**src/rtl/sd_spi_pkg.sv**
```systemverilog
// Shared SD SPI-mode definitions: R1 masks, response modes, frame constants, responder states.
package sd_spi_pkg;

    localparam logic [7:0] R1_IDLE     = 8'h01;
    localparam logic [7:0] R1_ILLEGAL  = 8'h04;
    localparam logic [7:0] R1_CRC_ERR  = 8'h08;

    localparam logic [1:0] RESP_MODE_1B = 2'b00;
    localparam logic [1:0] RESP_MODE_2B = 2'b01;
    localparam logic [1:0] RESP_MODE_5B = 2'b10;

    localparam int unsigned FRAME_BITS = 48;
    localparam logic [6:0]  CRC7_POLY  = 7'h09;

    typedef enum logic [2:0] {
        ST_IDLE,
        ST_RX_CMD,
        ST_CHECK,
        ST_WAIT_RESP,
        ST_NCR,
        ST_TX
    } resp_state_e;

    function automatic logic [5:0] resp_bits(input logic [1:0] mode);
        case (mode)
            RESP_MODE_1B: return 6'd8;
            RESP_MODE_2B: return 6'd16;
            default:      return 6'd40;
        endcase
    endfunction

    // Moves the right-aligned response so its first byte sits at the MSB end.
    function automatic logic [39:0] resp_align(input logic [1:0] mode, input logic [39:0] data);
        case (mode)
            RESP_MODE_1B: return {data[7:0], 32'h0};
            RESP_MODE_2B: return {data[15:0], 24'h0};
            default:      return data;
        endcase
    endfunction

endpackage

```
**src/rtl/crc7_serial.sv**
```systemverilog
// Bit-serial CRC-7 (x^7 + x^3 + 1), zero init; shared by the SD SPI responder and master.
module crc7_serial
    import sd_spi_pkg::*;
(
    input  logic       clk,
    input  logic       rst,
    input  logic       clr,
    input  logic       en,
    input  logic       din,
    output logic [6:0] crc
);

    logic [6:0] crc_q;
    logic       fb;

    assign fb  = din ^ crc_q[6];
    assign crc = crc_q;

    always_ff @(posedge clk or posedge rst) begin
        if (rst) begin
            crc_q <= '0;
        end else if (clr) begin
            crc_q <= '0;
        end else if (en) begin
            crc_q <= {crc_q[5:0], 1'b0} ^ (fb ? CRC7_POLY : 7'h00);
        end
    end

endmodule

```
**src/rtl/spi_sd_responder.sv**
```systemverilog
// SPI-mode SD card responder: oversampled deframing of 48-bit commands, CRC-7 check,
// and a 1/2/5-byte MSB-first response after an Ncr gap of 0xFF bytes.
module spi_sd_responder
    import sd_spi_pkg::*;
#(
    parameter int unsigned NCR_MIN    = 1,
    parameter bit          CRC_CHECK  = 1'b1,
    parameter logic [7:0]  CRC_ERR_R1 = R1_IDLE | R1_CRC_ERR
) (
    input  logic        cpuClock,
    input  logic        reset,
    input  logic        SD_SCLK,
    input  logic        SD_MOSI,
    input  logic        SD_CS,
    output logic        SD_MISO,
    output logic        cmdValid,
    output logic        cmdTransmitBit,
    output logic [5:0]  cmdIndex,
    output logic [31:0] cmdArgument,
    output logic        cmdCrcOk,
    output logic        respReady,
    input  logic        respLoad,
    input  logic [1:0]  respMode,
    input  logic [39:0] respData,
    output logic        frameError,
    output logic        busy
);

    localparam logic [3:0] NCR_MIN_C = 4'(NCR_MIN);

    resp_state_e state_q, state_d;
    logic [2:0]  sclkSync_q;
    logic [1:0]  mosiSync_q, csSync_q;
    logic        rise, fall, mosi, csHigh;
    logic [5:0]  bitCnt_q, bitCnt_d;
    logic [46:0] frame_q, frame_d;
    logic [3:0]  byteCnt_q, byteCnt_d, bitInByte_q, bitInByte_d, byteInc;
    logic [5:0]  txCnt_q, txCnt_d, txLen_q, txLen_d, lenSrc;
    logic [39:0] txShift_q, txShift_d, shiftSrc;
    logic        miso_q, miso_d, cmdValid_q, cmdValid_d, frameErr_q, frameErr_d;
    logic        cmdT_q, cmdT_d, cmdCrcOk_q, cmdCrcOk_d;
    logic [5:0]  cmdIdx_q, cmdIdx_d;
    logic [31:0] cmdArg_q, cmdArg_d;
    logic        crcClr, crcEn, crcOk, respTaken;
    logic [6:0]  crcVal;

    assign rise   = sclkSync_q[1] & ~sclkSync_q[2];
    assign fall   = ~sclkSync_q[1] & sclkSync_q[2];
    assign mosi   = mosiSync_q[1];
    assign csHigh = csSync_q[1];
    assign crcOk  = (crcVal == frame_q[7:1]);

    crc7_serial u_crc (
        .clk (cpuClock),
        .rst (reset),
        .clr (crcClr),
        .en  (crcEn),
        .din (mosi),
        .crc (crcVal)
    );

    always_comb begin
        state_d     = state_q;
        bitCnt_d    = bitCnt_q;
        frame_d     = frame_q;
        byteCnt_d   = byteCnt_q;
        bitInByte_d = bitInByte_q;
        txCnt_d     = txCnt_q;
        txLen_d     = txLen_q;
        txShift_d   = txShift_q;
        miso_d      = miso_q;
        cmdValid_d  = 1'b0;
        frameErr_d  = 1'b0;
        cmdT_d      = cmdT_q;
        cmdIdx_d    = cmdIdx_q;
        cmdArg_d    = cmdArg_q;
        cmdCrcOk_d  = cmdCrcOk_q;
        crcClr      = 1'b0;
        crcEn       = 1'b0;
        byteInc     = (byteCnt_q == 4'd8) ? 4'd8 : byteCnt_q + 4'd1;
        respTaken   = (state_q == ST_WAIT_RESP) && respLoad;
        shiftSrc    = respTaken ? resp_align(respMode, respData) : txShift_q;
        lenSrc      = respTaken ? resp_bits(respMode) : txLen_q;

        if (csHigh) begin
            state_d    = ST_IDLE;
            miso_d     = 1'b1;
            frameErr_d = (state_q == ST_RX_CMD);
        end else begin
            unique case (state_q)
                ST_IDLE: begin
                    miso_d = 1'b1;
                    crcClr = 1'b1;
                    if (rise && !mosi) begin
                        state_d  = ST_RX_CMD;
                        bitCnt_d = 6'd1;
                        frame_d  = '0;
                        crcClr   = 1'b0;
                        crcEn    = 1'b1;
                    end
                end
                ST_RX_CMD: begin
                    if (rise) begin
                        frame_d  = {frame_q[45:0], mosi};
                        bitCnt_d = bitCnt_q + 6'd1;
                        crcEn    = (bitCnt_q < 6'd40);
                        if (bitCnt_q == 6'd47) state_d = ST_CHECK;
                    end
                end
                ST_CHECK: begin
                    if (!frame_q[0] || !frame_q[46]) begin
                        frameErr_d = 1'b1;
                        state_d    = ST_IDLE;
                    end else begin
                        cmdValid_d  = 1'b1;
                        cmdT_d      = frame_q[46];
                        cmdIdx_d    = frame_q[45:40];
                        cmdArg_d    = frame_q[39:8];
                        cmdCrcOk_d  = crcOk;
                        byteCnt_d   = '0;
                        bitInByte_d = '0;
                        if (CRC_CHECK && !crcOk) begin
                            txShift_d = {CRC_ERR_R1, 32'h0};
                            txLen_d   = 6'd8;
                            state_d   = ST_NCR;
                        end else begin
                            state_d = ST_WAIT_RESP;
                        end
                    end
                end
                ST_WAIT_RESP, ST_NCR: begin
                    miso_d = 1'b1;
                    if (respTaken) begin
                        txShift_d = shiftSrc;
                        txLen_d   = lenSrc;
                        state_d   = ST_NCR;
                    end
                    // A boundary is the fall that opens a new byte, after 8 full bits.
                    if (fall) begin
                        if (bitInByte_q == 4'd8) begin
                            bitInByte_d = 4'd1;
                            byteCnt_d   = byteInc;
                            if ((state_d == ST_NCR) && (byteInc >= NCR_MIN_C)) begin
                                miso_d    = shiftSrc[39];
                                txShift_d = {shiftSrc[38:0], 1'b0};
                                txLen_d   = lenSrc;
                                txCnt_d   = 6'd1;
                                state_d   = ST_TX;
                            end
                        end else begin
                            bitInByte_d = bitInByte_q + 4'd1;
                        end
                    end
                end
                ST_TX: begin
                    if (fall) begin
                        if (txCnt_q == txLen_q) begin
                            miso_d  = 1'b1;
                            state_d = ST_IDLE;
                        end else begin
                            miso_d    = txShift_q[39];
                            txShift_d = {txShift_q[38:0], 1'b0};
                            txCnt_d   = txCnt_q + 6'd1;
                        end
                    end
                end
                default: state_d = ST_IDLE;
            endcase
        end
    end

    always_ff @(posedge cpuClock or posedge reset) begin
        if (reset) begin
            state_q     <= ST_IDLE;
            sclkSync_q  <= '1;
            mosiSync_q  <= '1;
            csSync_q    <= '1;
            bitCnt_q    <= '0;
            frame_q     <= '0;
            byteCnt_q   <= '0;
            bitInByte_q <= '0;
            txCnt_q     <= '0;
            txLen_q     <= '0;
            txShift_q   <= '0;
            miso_q      <= 1'b1;
            cmdValid_q  <= 1'b0;
            frameErr_q  <= 1'b0;
            cmdT_q      <= 1'b0;
            cmdIdx_q    <= '0;
            cmdArg_q    <= '0;
            cmdCrcOk_q  <= 1'b0;
        end else begin
            state_q     <= state_d;
            sclkSync_q  <= {sclkSync_q[1:0], SD_SCLK};
            mosiSync_q  <= {mosiSync_q[0], SD_MOSI};
            csSync_q    <= {csSync_q[0], SD_CS};
            bitCnt_q    <= bitCnt_d;
            frame_q     <= frame_d;
            byteCnt_q   <= byteCnt_d;
            bitInByte_q <= bitInByte_d;
            txCnt_q     <= txCnt_d;
            txLen_q     <= txLen_d;
            txShift_q   <= txShift_d;
            miso_q      <= miso_d;
            cmdValid_q  <= cmdValid_d;
            frameErr_q  <= frameErr_d;
            cmdT_q      <= cmdT_d;
            cmdIdx_q    <= cmdIdx_d;
            cmdArg_q    <= cmdArg_d;
            cmdCrcOk_q  <= cmdCrcOk_d;
        end
    end

    assign SD_MISO        = miso_q;
    assign cmdValid       = cmdValid_q;
    assign cmdTransmitBit = cmdT_q;
    assign cmdIndex       = cmdIdx_q;
    assign cmdArgument    = cmdArg_q;
    assign cmdCrcOk       = cmdCrcOk_q;
    assign frameError     = frameErr_q;
    assign respReady      = (state_q == ST_WAIT_RESP);
    assign busy           = (state_q != ST_IDLE);

endmodule
```
**config.mk**
```make
export PLATFORM = sky130hd
export DESIGN_NAME = spi_sd_responder
export DESIGN_NICKNAME = d
export VERILOG_FILES = /design/src/rtl/sd_spi_pkg.sv /design/src/rtl/crc7_serial.sv /design/src/rtl/spi_sd_responder.sv
export SDC_FILE = /design/constraint.sdc
export NUM_CORES = 1
export LEC_CHECK = 0
export CAP_MARGIN = 20
export CELL_PAD_IN_SITES_DETAIL_PLACEMENT = 1
export CELL_PAD_IN_SITES_GLOBAL_PLACEMENT = 1
export CORE_MARGIN = 5
export CORE_UTILIZATION = 45
export DETAILED_ROUTE_END_ITERATION = 16
export HOLD_SLACK_MARGIN = 0.02
export PLACE_DENSITY = 0.91
export RECOVER_POWER = 25
export REMOVE_ABC_BUFFERS = 1
export SYNTH_ARGS = -nofsm -noshare
export SYNTH_HDL_FRONTEND = slang
export SYNTH_SLANG_ARGS = --single-unit
```
**constraint.sdc**
```tcl
create_clock -name cpuClock -period 8.9 [get_ports cpuClock]
set_input_delay 1.78 -clock cpuClock [delete_from_list [all_inputs] [get_ports cpuClock]]
set_output_delay 1.78 -clock cpuClock [all_outputs]
set_load 0.1 [all_outputs]
```
==> results of run 1 <==
==> power by group <==
| group | leakage (nW) | switching, mW | internal [mW] |
|---|---|---|---|
| Combinational | 1.76 | 0.277 | 0.144 |
| Sequential | 2.21 | 0.0912 | 0.871 |
| Clock | 0.287 | 0.378 | 0.380 |
| Total | 4.25 | 0.746 | 1.40 |
==> per-stage QoR <==
stage,utilization,worst slack (ns),cell area [sq um]
final,0.5408,3.840,10560
after global routing,0.5407,3.153,10560
after CTS,0.5402,4.015,10550
after detailed placement,0.5096,3.581,9951
after global placement,0.5096,3.652,9951
after floorplan,-,2.445,8603
==> final cells by class <==
class,count,area [sq um]
Fill cell,2204,8966
Sequential cell,173,4339
Multi-Input combinational cell,690,4183
Timing Repair Buffer,102,1008
Clock buffer,18,429.2
Tap cell,265,331.6
Clock inverter,14,168.9
Inverter,25,95.09
Antenna cell,2,5.005
==> flip-flops by register name, indices dropped and copies added (netlist names), 3 cells and up <==
signal       cells
frame_q         47
state_q          3
bitInByte_q      4
txLen_q          6
u_crc.crc        7
bitCnt_q         6
txShift_q       40
byteCnt_q        4
cmdIndex         6
sclkSync_q       3
txCnt_q          6
cmdArgument     32
==> layout by cell type (no fill, tap or decap), drive strengths merged, types with 5 or more instances in the layout <==
| master | n |
|---|---|
| clkinv | 6 |
| o221ai | 27 |
| o21ai | 108 |
| dfrtp | 165 |
| buf | 8 |
| nand3 | 25 |
| nor2b | 5 |
| mux2 | 50 |
| a41oi | 15 |
| nand2 | 212 |
| a31oi | 26 |
| nor3 | 7 |
| nand2b | 7 |
| nor2 | 15 |
| mux2i | 15 |
| o21a | 9 |
| inv | 31 |
| clkdlybuf4s50 | 87 |
| a21oi | 50 |
| a221o | 5 |
| nand4 | 8 |
| o211ai | 26 |
| dfstp | 8 |
| xor2 | 10 |
| ha | 6 |
| nor4 | 5 |
| clkbuf | 20 |
| xnor2 | 7 |
| and3 | 5 |
| dlygate4sd3 | 5 |
==> cell usage after synthesis (18+ instances only) <==
cell type	n	area share
nand2_1	212	0.089
dfrtp_1	165	0.46
o21ai_0	106	0.059
clkbuf_1	55	0.023
a21oi_1	50	0.028
mux2_2	50	0.063
o221ai_1	27	0.026
a31oi_1	26	0.018
o211ai_1	26	0.022
inv_1	25	0.010
nand3_1	25	0.014
buf_2	18	0.010
==> worst register-to-register path, cell delays in order (launching register included) <==
cell and delay, ns:
dfrtp_1 0.74, or3b_2 0.33, a211o_2 0.15, clkbuf_1 2.65, o21ai_0 0.68
==> cell families (layout without fill, tap and decap cells) <==
logic type	Yosys count	after routing	synth area share
simple gates	311	311	0.1535
compound gates	291	291	0.2071
flops	173	173	0.4841
buf+inv	106	159	0.05067
mux	65	65	0.07956
xor+xnor	17	17	0.01661
fa+ha+maj	6	6	0.008375
other cells	0	2	0
==> worst min-delay path by stage <==
| stage | start | end | slack [ns] | cells after the start |
|---|---|---|---|---|
| finish | csSync_q[0] | csSync_q[1] | 0.36 | 0 |
| global route | csSync_q[0] | csSync_q[1] | 0.36 | 0 |
| CTS | csSync_q[0] | csSync_q[1] | 0.36 | 0 |
| detailed placement | csSync_q[0] | csSync_q[1] | 0.35 | 0 |
| global placement | mosiSync_q[0] | mosiSync_q[1] | 0.35 | 0 |
| floorplan | csSync_q[0] | csSync_q[1] | 0.35 | 0 |
==> routing by layer <==
layer	share of wire	track usage
met5	0	0
met4	0.030	0.1002
met3	0.066	0.06493
met2	0.50	0.4133
met1	0.41	0.3027
==> impl_metrics.csv, run 1 <==
group,metric,value,unit
final_layout,fin_nets,1063,
run_status,violations,"capacitance limit, slew limit",
clock_network,clk_latency,0.45,ns
place,io_buffers,92,
clock_network,cts_buffers,17,
logic_synthesis,syn_area,8964,sq um
critical_path,critPathKind,"in2async",
critical_path,slowest_delay,2.36,ns
sta,fin_crit,5.060,ns
run_status,outcome,"finished with violations",
routing,viasPerCell,6.146,
critical_path,path_buf_inv,4,
critical_path,crit_path_start,"reset",
critical_path,endpoint_kind,"async pin",
die,fp.coreArea,19530,sq um
routing,ant_nets,0,
critical_path,cp_cell_sequence,"dlygate4sd3_1 > clkinvlp_2 > buf_4 > buf_16",
die,io_pins,93,
clock_network,cts_setup_buffers,0,
critical_path,critPathArrivalTime,5.66,ns
logic_synthesis,syn_inst,969,
logic_synthesis,ys_seq_area_frac,0.4841,
logic_synthesis,synth_edf_count,0,
critical_path,critPathSlowestCell,"clkinvlp_2",
critical_path,crit_family,"buffers and inverters",
critical_path,crit_fanout,92,
place,post-place-cells,1254,
clock_network,cts_tree,"yes",
clock_network,clockBufferDepth,2,
run,max_cap_violations,4,
die,start_util,0.4591,
global_route,globalRouteOverflowTotal,0,
pwr,p_leak,4.248,nW
die,die_x,151.1,um
logic_synthesis,async_flop_share,1.000,
die,die_area,22840,sq um
global_route,grt_pass1_wl,44740,um
routing,vias,7922,
critical_path,startpoint_type,"input port",
logic_synthesis,yosys_warnings,0,
routing,drc,0,
global_route,antenna_found_initial,2,
global_route,grt_pass1_vias,8622,
pwr,p_per_area,202.8,nW/um^2
clock_network,path_clk_slew,0.08,ns
die,die_h,151.1,um
sta,max-slew-margin-rel,-1.824,
sta,maxSlewViolCount,284,
sta,rsz0062_at_grt,"false",
sta,worst_pin_slew,4.213,ns
clock_network,clock-sinks,173,
clock_network,cts_resized,0,
clock_network,cts_hold_buf,0,
critical_path,cp.required,9.50,ns
routing,dr.pass1.iters,5,
die,rows,51,
final_layout,final_cells,1289,
sta,finalSetupTns,0,ns
routing,wirelength,27540,um
critical_path,rr_worst_depth,4,
logic_synthesis,synth-seq-cells,173,
logic_synthesis,synth_cell_type_count,62,
sta,period_share,0.5685,
final_layout,syn_to_final_growth,17.81,%
routing,drtIter0Drc,547,
critical_path,rrSetupSlack,4.03,ns
routing,post_drt_wl_per_cell,21.36,um
logic_synthesis,synth_top_flop_cell,"dfrtp_1",
critical_path,r2r_end,"frame_q[4]",
global_route,grt_max_degree,104,
sta,whs,0.3601,ns
min_path,min_path_type,"reg2reg",
clock_network,cts-root-buf,"clkbuf_16",
global_route,grtUsageTotal,0.2465,
sta,hold_viol_final,0,
critical_path,crit_cells,4,
clock_network,cts_max_level,4,
critical_path,crit_path_end,"frame_q[40]",
final_layout,drive_above_1_share,0.1027,
sta,skew,0.009982,ns
pwr,total_power,2.141,mW
sta,fmax,0.1976,GHz
place,gp_congestion,0.8331,
logic_synthesis,synth_area_per_cell,9.250,sq um
place,dpl.hpwl,16680,um
pwr,max-vdd-ir-drop,133.0,uV
critical_path,reg2reg_from,"state_q[2]",
sta,setup_violations,0,
(Power assumes the default switching activity.)
==> run 2: changes to the inputs <==
--- a/config.mk
+++ b/config.mk
@@ -9,10 +9,10 @@
 export CELL_PAD_IN_SITES_DETAIL_PLACEMENT = 1
 export CELL_PAD_IN_SITES_GLOBAL_PLACEMENT = 1
 export CORE_MARGIN = 5
-export CORE_UTILIZATION = 45
+export CORE_UTILIZATION = 44
 export DETAILED_ROUTE_END_ITERATION = 16
 export HOLD_SLACK_MARGIN = 0.02
-export PLACE_DENSITY = 0.91
+export PLACE_DENSITY = 0.89
 export RECOVER_POWER = 25
 export REMOVE_ABC_BUFFERS = 1
 export SYNTH_ARGS = -nofsm -noshare
==> constraint.sdc (replaced) <==
create_clock -name cpuClock -period 4.9 [get_ports cpuClock]
set_input_delay 0.98 -clock cpuClock [delete_from_list [all_inputs] [get_ports cpuClock]]
set_output_delay 0.98 -clock cpuClock [all_outputs]
set_load 0.1 [all_outputs]
==> impl_metrics.csv, run 2 (synthesis results as in run 1) <==
group,metric,value,unit
min_path,hold_depth,0,
clock_network,cts_tree,"yes",
place,gp_congestion,0.8226,
critical_path,rrSetupSlack,1.38,ns
sta,period_share,0.7639,
pwr,p_per_area,364.2,nW/um^2
routing,post_drt_wl_per_cell,20.29,um
routing,wl_met3,1648,um
critical_path,crit_cells,3,
routing,ant_nets,0,
die,die_area,23330,sq um
place,post-place-ws,1.111,ns
clock_network,cts_setup_buffers,0,
routing,drtIter0Drc,446,
critical_path,crit_family,"buffers and inverters",
place,placed_area,10010,sq um
die,io_pins,93,
global_route,globalRouteOverflowTotal,0,
clock_network,cts_max_level,4,
critical_path,r2r_end,"cmdArgument[31]",
final_layout,syn_to_final_growth,18.16,%
final_layout,post-route-util,0.5251,
critical_path,slowest_delay,1.20,ns
final_layout,drive_above_1_share,0.1100,
critical_path,path_buf_inv,2,
die,die_x,152.7,um
critical_path,cp.required,3.92,ns
die,rows,52,
place,dpl.hpwl,16890,um
clock_network,cts_resized,0,
final_layout,fin_nets,1068,
clock_network,cts_buffers,17,
final_layout,mostFrequentLayoutCell,"nand2_1",
sta,setup_violations,0,
global_route,grt_pass1_wl,44440,um
final_layout,layout_common_cells,"nand2_1, dfrtp_1, o21ai_0",
clock_network,clock-sinks,173,
global_route,grt_pass1_vias,8428,
global_route,grt_max_degree,104,
routing,met2WireLength,13400,um
final_layout,fin_area,10590,sq um
routing,topRoutingLayerUsed,"met4",
sta,fmax,0.2672,GHz
pwr,p_leak,4.273,nW
sta,max-slew-margin-rel,-0.5137,
die,fp.coreArea,20170,sq um
sta,worst_pin_slew,2.271,ns
sta,finalSetupTns,0,ns
die,start_util,0.4444,
sta,finalWorstSetupSlack,1.157,ns
critical_path,rr_worst_depth,4,
routing,wirelength,26320,um
min_path,min_to,"mosiSync_q[1]",
clock_network,path_clk_slew,0.07,ns
routing,drc,0,
die,die_h,152.7,um
sta,rsz0062_at_grt,"false",
sta,skew,0.01283,ns
final_layout,n_antenna_cell,0,
final_layout,top_register,"frame_q",
critical_path,cp_cell_sequence,"nand3b_1 > inv_1 > clkdlybuf4s50_1",
sta,maxSlewViolCount,104,
place,io_buffers,92,
clock_network,cts-root-buf,"clkbuf_16",
run_status,outcome,"finished with violations",
clock_network,cts_hold_buf,0,
run_status,violations,"capacitance limit, slew limit",
critical_path,reg2reg_from,"state_q[1]",
final_layout,nFillCells,2321,
clock_network,clk_latency,0.44,ns
sta,fin_crit,3.743,ns
run,max_cap_violations,2,
sta,whs,0.3573,ns
pwr,max-vdd-ir-drop,233.5,uV
critical_path,critPathKind,"reg2out",
critical_path,critPathArrivalTime,2.76,ns
global_route,antenna_found_initial,0,
sta,hold_viol_final,0,
routing,dr.pass1.iters,5,
critical_path,endpoint_kind,"output pin",
final_layout,largest_reg_flops,47,
critical_path,crit_fanout,19,
min_path,min_from,"mosiSync_q[0]",
critical_path,startpoint_type,"flip-flop",
routing,vias,7800,
clock_network,clockBufferDepth,2,
routing,viasPerCell,6.014,
global_route,grtUsageTotal,0.2280,
routing,drt-met1-wl,10770,um
critical_path,critPathSlowestCell,"clkdlybuf4s50_1",
min_path,min_path_type,"reg2reg",
[run 2: cell count changes in the layout (fill, tap and decap cells not counted), sizes merged]
cell,previous run,this run
buf,8,13
clkdlybuf4s50,87,88
clkinvlp,2,1
diode,2,0
dlygate4sd3,5,4
inv,31,32
[run 2: worst max path at each step]
stage,startpoint,endpoint,slack [ns]
detailed placement,respLoad,txShift_q[20],1.11
finish,state_q[1],respReady,1.16
CTS,state_q[1],respReady,1.14
floorplan,reset,bitCnt_q[0],-0.76
global route,state_q[1],respReady,0.98
global placement,respLoad,txShift_q[27],1.20
[run 2: cell type report]
type                       instances  area, sq um  share of cell area
clock buffer                      18        429.2             0.04052
clock inverter                    14        173.9             0.01642
inverter                          25        98.84            0.009333
multi-input combinational        690         4185              0.3952
sequential                       173         4339              0.4097
tap                              270        337.8             0.03190
timing repair buffer             107         1027             0.09699
[run 2: power breakdown]
| part | internal, mW | switching (mW) |
|---|---|---|
| Combinational | 0.262 | 0.486 |
| Sequential | 1.58 | 0.152 |
| Clock | 0.692 | 0.684 |
[run 2: worst reg2reg max path, cell delays in order (launching register included)]
cell and delay (ns):
dfrtp_1 0.68, or3b_1 0.44, nor3_2 0.16, clkbuf_1 1.63, mux2_2 0.50
[run 2: through the flow]
| stage | std cells | total power [mW] |
|---|---|---|
| 3_3_place_gp | 1265 | 2.455 |
| 6_report | 1297 | 3.858 |
| 3_5_place_dp | 1265 | 2.494 |
| 5_1_grt | 1297 | 4.056 |
| 4_1_cts | 1297 | 3.885 |
| 2_1_floorplan | 888 | 2.224 |
[run 2: routing by layer]
layer  GRT usage  up-vias
li1            -     3565
met1      0.2868     3971
met2      0.3867      229
met3     0.05936       35
met4     0.07043        0
met5           0        -
==> run 3: changes to the inputs <==
==> constraint.sdc (replaced) <==
create_clock -name cpuClock -period 3.6 [get_ports cpuClock]
set_input_delay 0.72 -clock cpuClock [delete_from_list [all_inputs] [get_ports cpuClock]]
set_output_delay 0.72 -clock cpuClock [all_outputs]
set_load 0.1 [all_outputs]
==> impl_metrics.csv, run 3 (synthesis results as in run 1) <==
group,metric,value,unit
sta,hold_viol_final,0,
routing,viasPerCell,6.013,
clock_network,cts_tree,"yes",
routing,wirelength,26660,um
critical_path,cp.required,3.88,ns
routing,topRoutingLayerUsed,"met4",
sta,period_share,0.7936,
final_layout,mostFrequentLayoutCell,"nand2_1",
pwr,max-vdd-ir-drop,315.6,uV
clock_network,cts_resized,0,
routing,drt-met1-wl,11290,um
clock_network,cts_max_level,4,
pwr,p_leak,4.326,nW
clock_network,cts_buffers,17,
pwr,internal_power,3.467,mW
die,die_area,23330,sq um
pwr,clockPowerShare,0.359,
critical_path,reg2reg_from,"state_q[1]",
routing,met2WireLength,13410,um
die,start_util,0.4444,
critical_path,startpoint_type,"flip-flop",
critical_path,crit_path_start,"state_q[1]",
clock_network,cts_hold_buf,0,
run,max_cap_violations,1,
routing,post_drt_wl_per_cell,20.47,um
sta,setup_violations,0,
global_route,antenna_found_initial,0,
critical_path,endpoint_kind,"flip-flop",
die,die_h,152.7,um
final_layout,syn_to_final_growth,19.01,%
pwr,power_frac_comb,0.192,
die,fp.coreArea,20170,sq um
pwr,total_power,5.278,mW
sta,skew,0.01461,ns
die,rows,52,
run_status,violations,"capacitance limit, slew limit",
global_route,grt_pass1_wl,44200,um
critical_path,critPathArrivalTime,3.14,ns
place,dpl.hpwl,16680,um
routing,wl_met3,1295,um
sta,worst_pin_slew,1.514,ns
global_route,globalRouteOverflowTotal,0,
final_layout,largest_reg_flops,47,
critical_path,crit_fanout,19,
clock_network,clock-sinks,173,
final_layout,fin_nets,1073,
routing,drc,0,
clock_network,path_clk_slew,0.08,ns
final_layout,fin_area,10670,sq um
critical_path,critPathKind,"reg2reg",
pwr,swShare,0.3430,
min_path,min_from,"csSync_q[0]",
place,placed_area,10060,sq um
critical_path,cp_cell_sequence,"nand2b_1 > o21ai_0 > nand2_1 > a211oi_1 > o32ai_1",
sta,max-slew-margin-rel,-0.01176,
clock_network,clockBufferDepth,2,
sta,rsz0062_at_grt,"false",
place,gp_congestion,0.8142,
clock_network,clk_latency,0.45,ns
global_route,grt_max_degree,95,
final_layout,drive_above_1_share,0.1192,
pwr,seq_power_share,0.449,
clock_network,cts_setup_buffers,0,
global_route,grtUsageTotal,0.2295,
sta,fmax,0.3500,GHz
final_layout,top_register,"frame_q",
sta,fin_crit,2.857,ns
die,die_x,152.7,um
routing,ant_nets,0,
routing,dr.pass1.iters,5,
run_status,outcome,"finished with violations",
die,io_pins,93,
global_route,grt_pass1_vias,8285,
place,io_buffers,92,
pwr,power_switching,1.811,mW
clock_network,cts-root-buf,"clkbuf_16",
pwr,p_per_area,494.8,nW/um^2
min_path,min_path_type,"reg2reg",
sta,maxSlewViolCount,65,
critical_path,critPathSlowestCell,"a211oi_1",
routing,drtIter0Drc,474,
routing,vias,7829,
final_layout,n_antenna_cell,0,
critical_path,slowest_delay,0.76,ns
final_layout,layout_common_cells,"nand2_1, dfrtp_1, o21ai_0",
[run 3: cell count changes in the layout (fill, tap and decap cells not counted), sizes merged]
cell and change:
buf +10, clkinv +2, inv -2, clkbuf -2, clkdlybuf4s50 -3
[run 3: path summary, 6_finish.rpt]
path | endpoint | slack (ns) | cells after the start
hold reg to reg | csSync_q[1] | 0.36 | 0
setup reg to reg | txLen_q[5] | 0.74 | 5
hold / removal | csSync_q[1] | 0.36 | 0
max in group asynchronous | cmdArgument[19] | 1.47 | 3
setup / recovery | txLen_q[5] | 0.74 | 5
min in group asynchronous | frame_q[6] | 1.17 | 2
[run 3: power by group through the flow]
stage	sequential, mW	clock (mW)	combinational, mW
2_1_floorplan	2.35	0	0.674
3_3_place_gp	2.38	0	0.959
3_5_place_dp	2.39	0	1.00
4_1_cts	2.37	1.93	1.02
5_1_grt	2.40	2.02	1.12
6_report	2.37	1.89	1.01
[run 3: area by class of cell]
| class | count | area (sq um) |
|---|---|---|
| Fill cell | 2279 | 9502 |
| Tap cell | 270 | 337.8 |
| Clock inverter | 14 | 167.7 |
| Clock buffer | 18 | 439.2 |
| Sequential cell | 173 | 4339 |
| Multi-Input combinational cell | 690 | 4185 |
| Inverter | 25 | 97.59 |
| Timing Repair Buffer | 112 | 1101 |
[run 3: per-layer routing]
| metal | global-route usage | vias to the layer above |
|---|---|---|
| met5 | 0 | - |
| met4 | 0.07297 | 0 |
| met3 | 0.04913 | 48 |
| met2 | 0.3882 | 190 |
| met1 | 0.2955 | 4024 |
| li1 | - | 3567 |
[run 3: critical path, delay by kind of cell (launching register included)]
kind,cells,cell delay (ns)
and+or+nand+nor,2,0.46
DFF,1,0.71
AOI/OAI and AO/OA,3,1.51
[run 3: through the flow]
stage          hold slack [ns]  utilization  setup TNS (ns)  std cells  worst slack, ns
2_1_floorplan           0.3452            -         -382.67        888           -1.795
3_3_place_gp            0.3462       0.4989               0       1270           0.5611
3_5_place_dp            0.3475       0.4989               0       1270           0.4302
4_1_cts                 0.3600       0.5290               0       1302           0.8034
5_1_grt                 0.3665       0.5289               0       1302           0.6072
6_report                0.3581       0.5289               0       1302           0.7432
